==> src/rtl/fifo_arb_pkg.sv <==
// Shared types and helpers for the FIFO write arbiter.
package fifo_arb_pkg;

  typedef enum logic {ARB_IDLE, ARB_LOCKED} arb_state_e;

  // Increment with wrap that also works for non-power-of-2 counts.
  function automatic int rr_next(input int idx, input int n);
    return (idx + 1 >= n) ? 0 : idx + 1;
  endfunction

endpackage

==> src/rtl/rr_pick.sv <==
// Combinational round-robin picker: first requester at or after ptr_i,
// wrapping modulo NUM_REQ.
module rr_pick #(
  parameter int NUM_REQ   = 4,
  parameter int IDX_WIDTH = $clog2(NUM_REQ)
) (
  input  logic [NUM_REQ-1:0]   req_i,
  input  logic [IDX_WIDTH-1:0] ptr_i,
  output logic                 found_o,
  output logic [IDX_WIDTH-1:0] idx_o
);

  logic [IDX_WIDTH-1:0] cand;

  always_comb begin
    found_o = 1'b0;
    idx_o   = '0;
    cand    = '0;
    for (int i = 0; i < NUM_REQ; i++) begin
      cand = IDX_WIDTH'((int'(ptr_i) + i) % NUM_REQ);
      if (!found_o && req_i[cand]) begin
        found_o = 1'b1;
        idx_o   = cand;
      end
    end
  end

endmodule

==> src/rtl/fifo_write_arbiter.sv <==
// Round-robin write arbiter in front of a single FIFO, with burst locking,
// a one-word registered output stage and a lock watchdog.
module fifo_write_arbiter
  import fifo_arb_pkg::*;
#(
  parameter int NUM_REQ      = 4,
  parameter int DATA_WIDTH   = 18,
  parameter int LOCK_TIMEOUT = 16
) (
  input  logic                          i_Clk,
  input  logic                          i_Rst,
  input  logic [NUM_REQ-1:0]            i_Req,
  input  logic [NUM_REQ*DATA_WIDTH-1:0] i_Req_Data,
  input  logic [NUM_REQ-1:0]            i_Req_Last,
  output logic [NUM_REQ-1:0]            o_Grant,
  output logic                          o_Data_Valid,
  output logic [DATA_WIDTH-1:0]         o_Data,
  input  logic                          i_Full,
  output logic                          o_Busy,
  output logic [$clog2(NUM_REQ)-1:0]    o_Owner,
  output logic                          o_Lock_Abort
);

  localparam int IDX_WIDTH = $clog2(NUM_REQ);
  localparam int WD_W      = $clog2(LOCK_TIMEOUT + 1);
  localparam logic [WD_W-1:0] WD_LAST = WD_W'(LOCK_TIMEOUT - 1);

  arb_state_e            state_q;
  logic [IDX_WIDTH-1:0]  ptr_q, owner_q;
  logic [WD_W-1:0]       wd_q;
  logic                  dv_q;
  logic [DATA_WIDTH-1:0] data_q;

  logic                  pick_found;
  logic [IDX_WIDTH-1:0]  pick_idx, grant_idx, owner_nxt;
  logic                  stage_free, owner_req, do_grant, expire;
  logic [NUM_REQ-1:0]    grant;
  logic [DATA_WIDTH-1:0] words [NUM_REQ];

  for (genvar g = 0; g < NUM_REQ; g++) begin : g_unpack
    assign words[g] = i_Req_Data[g*DATA_WIDTH +: DATA_WIDTH];
  end

  rr_pick #(.NUM_REQ(NUM_REQ), .IDX_WIDTH(IDX_WIDTH)) u_pick (
    .req_i   (i_Req),
    .ptr_i   (ptr_q),
    .found_o (pick_found),
    .idx_o   (pick_idx)
  );

  assign stage_free = !dv_q || !i_Full;
  assign owner_req  = i_Req[owner_q];
  assign owner_nxt  = IDX_WIDTH'(rr_next(int'(owner_q), NUM_REQ));

  // Abort fires in the cycle the idle count would reach LOCK_TIMEOUT; no grant then.
  always_comb begin
    do_grant  = 1'b0;
    grant_idx = owner_q;
    expire    = 1'b0;
    if (!i_Rst) begin
      if (state_q == ARB_IDLE) begin
        if (stage_free && pick_found) begin
          do_grant  = 1'b1;
          grant_idx = pick_idx;
        end
      end else if (owner_req) begin
        do_grant = stage_free;
      end else begin
        expire = (wd_q == WD_LAST);
      end
    end
    grant = '0;
    if (do_grant) grant[grant_idx] = 1'b1;
  end

  always_ff @(posedge i_Clk) begin
    if (i_Rst) begin
      state_q <= ARB_IDLE;
      ptr_q   <= '0;
      owner_q <= '0;
      wd_q    <= '0;
      dv_q    <= 1'b0;
      data_q  <= '0;
    end else begin
      if (do_grant) begin
        dv_q    <= 1'b1;
        data_q  <= words[grant_idx];
        owner_q <= grant_idx;
      end else if (dv_q && !i_Full) begin
        dv_q <= 1'b0;
      end
      case (state_q)
        ARB_IDLE: begin
          if (do_grant) begin
            if (i_Req_Last[grant_idx]) begin
              ptr_q <= IDX_WIDTH'(rr_next(int'(grant_idx), NUM_REQ));
            end else begin
              state_q <= ARB_LOCKED;
              wd_q    <= '0;
            end
          end
        end
        default: begin
          if (do_grant) begin
            wd_q <= '0;
            if (i_Req_Last[owner_q]) begin
              state_q <= ARB_IDLE;
              ptr_q   <= owner_nxt;
            end
          end else if (expire) begin
            state_q <= ARB_IDLE;
            ptr_q   <= owner_nxt;
            wd_q    <= '0;
          end else if (!owner_req) begin
            wd_q <= wd_q + 1'b1;
          end
        end
      endcase
    end
  end

  assign o_Grant      = grant;
  assign o_Data_Valid = dv_q;
  assign o_Data       = data_q;
  assign o_Busy       = (state_q == ARB_LOCKED);
  assign o_Owner      = owner_q;
  assign o_Lock_Abort = expire;

endmodule

==> config.mk <==
export PLATFORM = sky130hd
export DESIGN_NAME = fifo_write_arbiter
export DESIGN_NICKNAME = d
export VERILOG_FILES = /design/src/rtl/fifo_arb_pkg.sv /design/src/rtl/rr_pick.sv /design/src/rtl/fifo_write_arbiter.sv
export SDC_FILE = /design/constraint.sdc
export NUM_CORES = 1
export LEC_CHECK = 0
export BUFFER_PORTS_ARGS = -buffer_cell sky130_fd_sc_hd__buf_4
export CAP_MARGIN = 20
export CORE_MARGIN = 2
export CORE_UTILIZATION = 44
export CTS_CLUSTER_DIAMETER = 50
export DETAILED_ROUTE_END_ITERATION = 7
export PLACE_DENSITY = 0.85
export SYNTH_ARGS = -nofsm -noshare
export SYNTH_HDL_FRONTEND = slang
export SYNTH_SLANG_ARGS = --single-unit
==> constraint.sdc <==
create_clock -name i_Clk -period 3 [get_ports i_Clk]
set_input_delay 0.45 -clock i_Clk [delete_from_list [all_inputs] [get_ports i_Clk]]
set_output_delay 0.45 -clock i_Clk [all_outputs]
set_load 0.005 [all_outputs]
Word-level counts from Yosys, hierarchy flattened
Cells that the tools add are included.
W data, S select, Z words.
{"block": "op_classes", "n_addsub": 6, "mul": 0, "div_mod_pow": 0, "n_lt_le_gt_ge": 10, "n_eq_ne": 4, "shifts": 0, "muxes": 60, "n_bitwise": 1, "n_reduce_logical": 18}
{"op": "$bmux W18 S2", "n": 1}
{"op": "$mux W18", "n": 2}
{"op": "$mux W2", "n": 15}
{"op": "$mux W5", "n": 6}
{"op": "$mux W1", "n": 27}
{"op": "$lt A2 B3 Y1 const B", "n": 6}
{"op": "$bmux W1 S2", "n": 7}
{"op": "$ge A3 B3 Y1 const B", "n": 3}
{"op": "$reduce_bool A2 Y1", "n": 4}
{"op": "$add A2 B1 Y3 const B", "n": 2}
{"op": "$logic_and A1 B1 Y1", "n": 6}
{"op": "$ne A3 B2 Y1 const B", "n": 2}
{"op": "$add A5 B1 Y5 const B", "n": 1}
{"op": "$eq A5 B4 Y1 const B", "n": 1}
{"op": "$logic_not A1 Y1", "n": 5}
{"op": "$add A2 B2 Y2 const B", "n": 2}
{"op": "$mux W4", "n": 1}
{"op": "$reduce_and A4 Y1", "n": 1}
{"op": "$not A2 Y3", "n": 1}
{"op": "$reduce_and A3 Y1", "n": 1}
{"op": "$add A2 B1 Y2 const B", "n": 1}
{"op": "$demux W1 S2", "n": 1}
{"op": "$ge A2 B1 Y1 const B", "n": 1}
{"op": "$ne A2 B2 Y1 const B", "n": 1}
{"op": "$logic_or A1 B1 Y1", "n": 1}
{"block": "word_totals", "regBits": 29, "latch_bits": 0, "mem_bits_rw": 0, "mem_bits_ro": 0, "inputBits": 83, "elab_cells": 105, "memories": 0}

Depth between registers and ports, before layout
{"block": "depth", "word_depth": 22, "depth_mapped": 12, "mapped_depth_nobuf": 9}

Hierarchy
A second synthesis with hierarchy kept.
{"block": "hier_totals", "cells_unflattened": 271, "area_unflattened_um2": 2122.0}
{"module": "fifo_write_arbiter", "n_inst": 1, "cells_per_inst": 256, "area_per_inst_um2": 2044.5, "seq_area_each_um2": 580.6}
{"module": "rr_pick", "n_inst": 1, "cells_per_inst": 15, "area_per_inst_um2": 77.6, "seq_area_each_um2": 0.0}

Worst setup path after synthesis
OpenSTA, ideal clock, no wires.
{"block": "synth_timing", "path_type": "input to output", "start": "input port i_Req[0]", "end": "output port o_Grant[1]", "arrival_ns": 2.090, "required_ns": 2.550, "path_slack_ns": 0.460, "stages": 9, "cell_sequence": "nor2b_1 -> or3_1 -> a221oi_2 -> nor2_1 -> inv_1 -> buf_2 -> buf_2 -> ha_1 -> and2_1"}
{"block": "synth_between", "elab_chain_cells": 21, "elab_cells_between_ends": 38, "classes_between": "order compare (2); mux (28); reduce/logical (8)"}
{"element": "from (decl)", "line_no": "fifo_write_arbiter.sv:12", "source": "input logic [NUM_REQ-1:0] i_Req,"}
{"element": "$bmux W1 S2", "line_no": "rr_pick.sv:21", "source": "if (!found_o && req_i[cand]) begin"}
{"element": "$mux W1 (implied by the code)", "line_no": "rr_pick.sv:21"}
{"element": "$mux W1", "line_no": "rr_pick.sv:21"}
{"element": "$logic_not A1 Y1", "line_no": "rr_pick.sv:21"}
{"element": "$logic_and A1 B1 Y1", "line_no": "rr_pick.sv:21"}
{"element": "$mux W1", "line_no": "rr_pick.sv:21"}
{"element": "$logic_not A1 Y1", "line_no": "rr_pick.sv:21"}
{"element": "$logic_and A1 B1 Y1", "line_no": "rr_pick.sv:21"}
{"element": "[6 not listed]"}
{"element": "$mux W2 *", "line_no": "fifo_write_arbiter.sv:61", "source": "if (state_q == ARB_IDLE) begin"}
{"element": "$mux W2 *", "line_no": "fifo_write_arbiter.sv:60", "source": "if (!i_Rst) begin"}
{"element": "net grant_idx[0]", "line_no": "fifo_write_arbiter.sv:35", "source": "logic [IDX_WIDTH-1:0] pick_idx, grant_idx, owner_nxt;"}
{"element": "$lt A2 B3 Y1 (implied by the code) or $ge A2 B1 Y1 (tied branches)", "line_no": "fifo_write_arbiter.sv:73", "source": "if (do_grant) grant[grant_idx] = 1'b1;"}
{"element": "$logic_and A1 B1 Y1 (implied by the code)", "line_no": "fifo_write_arbiter.sv:73"}
{"element": "$mux W1 (implied by the code)", "line_no": "fifo_write_arbiter.sv:73"}
{"element": "$demux W1 S2 *", "line_no": "fifo_write_arbiter.sv:73"}
{"element": "$mux W4 *", "line_no": "fifo_write_arbiter.sv:73"}
{"element": "to (decl)", "line_no": "fifo_write_arbiter.sv:15", "source": "output logic [NUM_REQ-1:0] o_Grant,"}
Mark *: on every way through the listed nets, which the timed path passes. The rest lies on a longest branch. The select of a mux whose other input is x is not followed.

Worst setup path in the final report
{"block": "layout_timing", "start": "register state_q (netlist: o_Busy)", "end": "output port o_Grant[1]"}
{"block": "layout_between", "elab_chain_cells": 7, "elab_cells_between_ends": 10, "classes_between": "order compare (2); mux (7); reduce/logical (1)"}
{"element": "from (decl)", "line_no": "fifo_write_arbiter.sv:28", "source": "arb_state_e state_q;"}
{"element": "from (signal assigned)", "line_no": "fifo_write_arbiter.sv:78", "source": "state_q <= ARB_IDLE;"}
{"element": "from (signal assigned)", "line_no": "fifo_write_arbiter.sv:98", "source": "state_q <= ARB_LOCKED;"}
{"element": "from (signal assigned)", "line_no": "fifo_write_arbiter.sv:107", "source": "state_q <= ARB_IDLE;"}
{"element": "$mux W2", "line_no": "fifo_write_arbiter.sv:61"}
{"element": "$mux W2", "line_no": "fifo_write_arbiter.sv:60"}
{"element": "$lt A2 B3 Y1 (implied by the code) or $ge A2 B1 Y1 (tied branches)", "line_no": "fifo_write_arbiter.sv:73"}
{"element": "$logic_and A1 B1 Y1 (implied by the code)", "line_no": "fifo_write_arbiter.sv:73"}
{"element": "$mux W1 (implied by the code)", "line_no": "fifo_write_arbiter.sv:73"}
{"element": "$demux W1 S2", "line_no": "fifo_write_arbiter.sv:73"}
{"element": "$mux W4 *", "line_no": "fifo_write_arbiter.sv:73"}
Every way passes the cells marked *; elsewhere a longest branch is shown, timed or not.

==> flow_summary_export.csv <==
group,metric,value,unit
drt,antenna_left,0,
placement,portBuffers,109,
setup_path,path_cells,"a211oi_2 > nand2_4 > and2_1 > nor2_4 > inv_1 > ha_1 > and2_1 > buf_4",
power,power_density,459,mW/mm^2
clocking,cts_tree,"done",
logic_synthesis,synth_common_cells,"77 x nand2_1, 44 x a21oi_1, 29 x dfxtp_1",
worst_hold_path,hp-class,"input port to flop",
run_status,outcome,"finished, final reports clean",
logic_synthesis,synth-seq-cells,29,
clocking,cts_root_buf,"clkbuf_8",
placement,dp.cells,417,
setup_path,r2r_end,"wd_q[0]",
logic_synthesis,syn-cell-area,0.00192,mm^2
grt,grt.total_usage,24.1,%
timing,final.setup.tns,0,ns
setup_path,worstSetupStartpointType,"flop",
placement,gp_congestion,0.910,
logic_synthesis,yosys_warnings,0,
logic_synthesis,synth_top_cell_by_area,"dfxtp_1",
die,die_height,70.1,um
setup_path,crit_top_cell,"and2_1",
logic_synthesis,synth_xor_area_share,0.456,%
power,power,1.33,mW
die,start_util,44.8,%
logic_synthesis,synth_compound_area_share,28.5,%
grt,grt_max_degree,25,
clocking,clkSlewWorstSetupHoldPaths,0.06,ns
logic_synthesis,syn_inst,262,
drt,dr.pass1.iters,4,
clocking,cts_buffers,5,
cells_and_area,num-nets-final,462,
die,core_area,0.00429,mm^2
logic_synthesis,yosysMostFrequentCell,"nand2_1",
drt,routedWlPerCell,13.6,um
die,ios,110,
cells_and_area,antenna_cells,0,
clocking,clock_sinks,29,
clocking,htreeDepth,2,
placement,hpwl,4.44,mm
logic_synthesis,synth_top_family_by_area,"compound AO/OA/AOI/OAI gates",
logic_synthesis,synth_seq_area_share,30.2,%
setup_path,r2r_setup_slack,0.45,ns
setup_path,crit_path_end_kind,"output port",
run,cap_viol_max_count,0,
cells_and_area,fin_cells,425,
logic_synthesis,async_flop_share,0,%
drt,vias,2300,
power,vdd_drop_max,0.298,mV
setup_path,crit_path_end,"o_Grant[1]",
timing,slew_headroom,60.6,%
cells_and_area,post-route-util,67.5,%
setup_path,arrival,2.36,ns
timing,finalMaxSlewViolations,0,
clocking,insertion_delay,0.28,ns
timing,tightest_slew,0.589,ns
die,row_count,24,
setup_path,r2r-start,"ptr_q[0]",
power,power_leakage,1.52,nW
drt,drt-total-wl,5.80,mm
clocking,ctsHoldBuffers,0,
drt,route.detailed.drc,0,
timing,rsz0062_at_grt,"no",
timing,fmaxAchievable,0.356,GHz
die,die_w,70.1,um
grt,antenna_found_initial,0,
setup_path,worstSetupStartpoint,"o_Busy",
grt,grt_pass1_wl,9.50,mm
die,dieArea,0.00491,mm^2
logic_synthesis,synth_top_area_share,30.2,%
logic_synthesis,synthMuxAreaShare,4.56,%
timing,post-route-min-period,2.81,ns
logic_synthesis,yosys.area_share.simple,26.8,%
logic_synthesis,synth_edf_count,0,
logic_synthesis,yosys-top-cells-area,"dfxtp_1 30%, nand2_1 15%, a21oi_1 11%, a211o_1 8.7%, ha_1 4.6%",
logic_synthesis,synth_cell_types,42,
cells_and_area,drive_gt1_share,35.9,%
timing,setup_viol,0,
drt,vias_per_cell,5.41,
cells_and_area,syn_to_final_growth,50.8,%
logic_synthesis,post_synth.cell_area_avg,7.34,um^2
setup_path,crit_type,"flop to output port",
setup_path,cp.required,2.55,ns
timing,fin_skew,0.00459,ns
logic_synthesis,synth_nets,352,
clocking,cts_setup_buffers,0,
cells_and_area,fillers,395,
logic_synthesis,synthFlopType,"dfxtp_1",
logic_synthesis,synth_adder_area_share,4.56,%
timing,finalHoldViolCount,0,
grt,grt_overflow,0,
setup_path,cpMaxStageDelayCell,"dfxtp_1",
timing,post-route-period-util,93.7,%
clocking,cts_buffer_depth,2,
setup_path,rr_worst_depth,8,
drt,drtIter0Drc,101,
grt,grt_pass1_vias,2138,
setup_path,slowest_delay,0.40,ns
setup_path,cp_max_fo,18,
metal layers:
layer,part of all wire [%],global-route usage [%],vias up
met3,8.8,4.91,11
met4,2.2,13.7,0
met1,40,28.9,1030
met5,0,0,-
li1,-,-,1135
met2,49,40.0,124
registers in the layout, indices dropped and copies added (netlist names):
register and cells:
o_Busy 1, wd_q 5, o_Data 18, ptr_q 2, o_Data_Valid 1, o_Owner 2
repair_timing:
item / 4_1_cts / 5_1_grt
setup endpoints to repair: 2 / 2
endpoints found under the hold margin: 0 / 0
gates resized for setup: 1 / 1
cell families (layout without fill, tap and decap cells):
logic type               Yosys count  in the layout
AO/OA/AOI/OAI                     82             82
XOR/XNOR                           1              1
adder cells (fa/ha/maj)            7              7
buffers and inverters             22            133
flip-flops                        29             29
multiplexers                       6              6
AND/OR/NAND/NOR                  115            115
worst min-delay path by stage:
stage / from / to / depth (start not counted)
floorplan: wd_q[4] / wd_q[4] / 1
global placement: o_Data[12] / o_Data[12] / 1
detailed placement: o_Data[0] / o_Data[0] / 1
CTS: i_Rst / o_Data_Valid / 2
global route: i_Rst / o_Data_Valid / 2
finish: i_Rst / o_Data_Valid / 2
where the power goes:
part           leakage (nW)  internal, mW  switching [mW]
Sequential            0.239         0.450          0.0478
Clock                0.0450         0.160           0.143
Combinational          1.23         0.276           0.252
Total                  1.52         0.887           0.442
cells in the final DEF, fill, tap and decap left out, types with 3 or more instances in the layout:
cell,n
ha_1,7
nor2b_1,3
buf_4,116
and2_1,11
nand2_1,77
dfxtp_1,29
inv_1,9
a21oi_1,44
nor2_1,10
clkbuf_8,5
o21ai_0,4
a211o_1,19
per-stage QoR:
step	worst slack, ns	hold WS (ns)	cell area (um^2)
2_1_floorplan	0.460	0.432	1920
3_3_place_gp	0.0152	0.443	2800
3_5_place_dp	-0.0866	0.450	2800
4_1_cts	0.156	0.434	2890
5_1_grt	0.0192	0.454	2900
6_report	0.189	0.444	2900
worst max-delay path, delay by kind of cell (launching register included):
| kind | cells | cell delay [ns] |
|---|---|---|
| compound gates | 1 | 0.32 |
| fa+ha+maj | 1 | 0.23 |
| buf+inv | 2 | 0.32 |
| flops | 1 | 0.40 |
| simple gates | 4 | 0.82 |
area by class of cell:
cell class              count  area, um^2  area share [%]
multi-input cells         211        1260            43.7
repair buffers            116         871            30.1
flip-flops and latches     29         581            20.0
clock inverters             2        10.0           0.345
clock buffers               6        72.6            2.50
inverters                   9        33.8            1.17
well taps                  52        65.1            2.25
(Power assumes the default switching activity.)
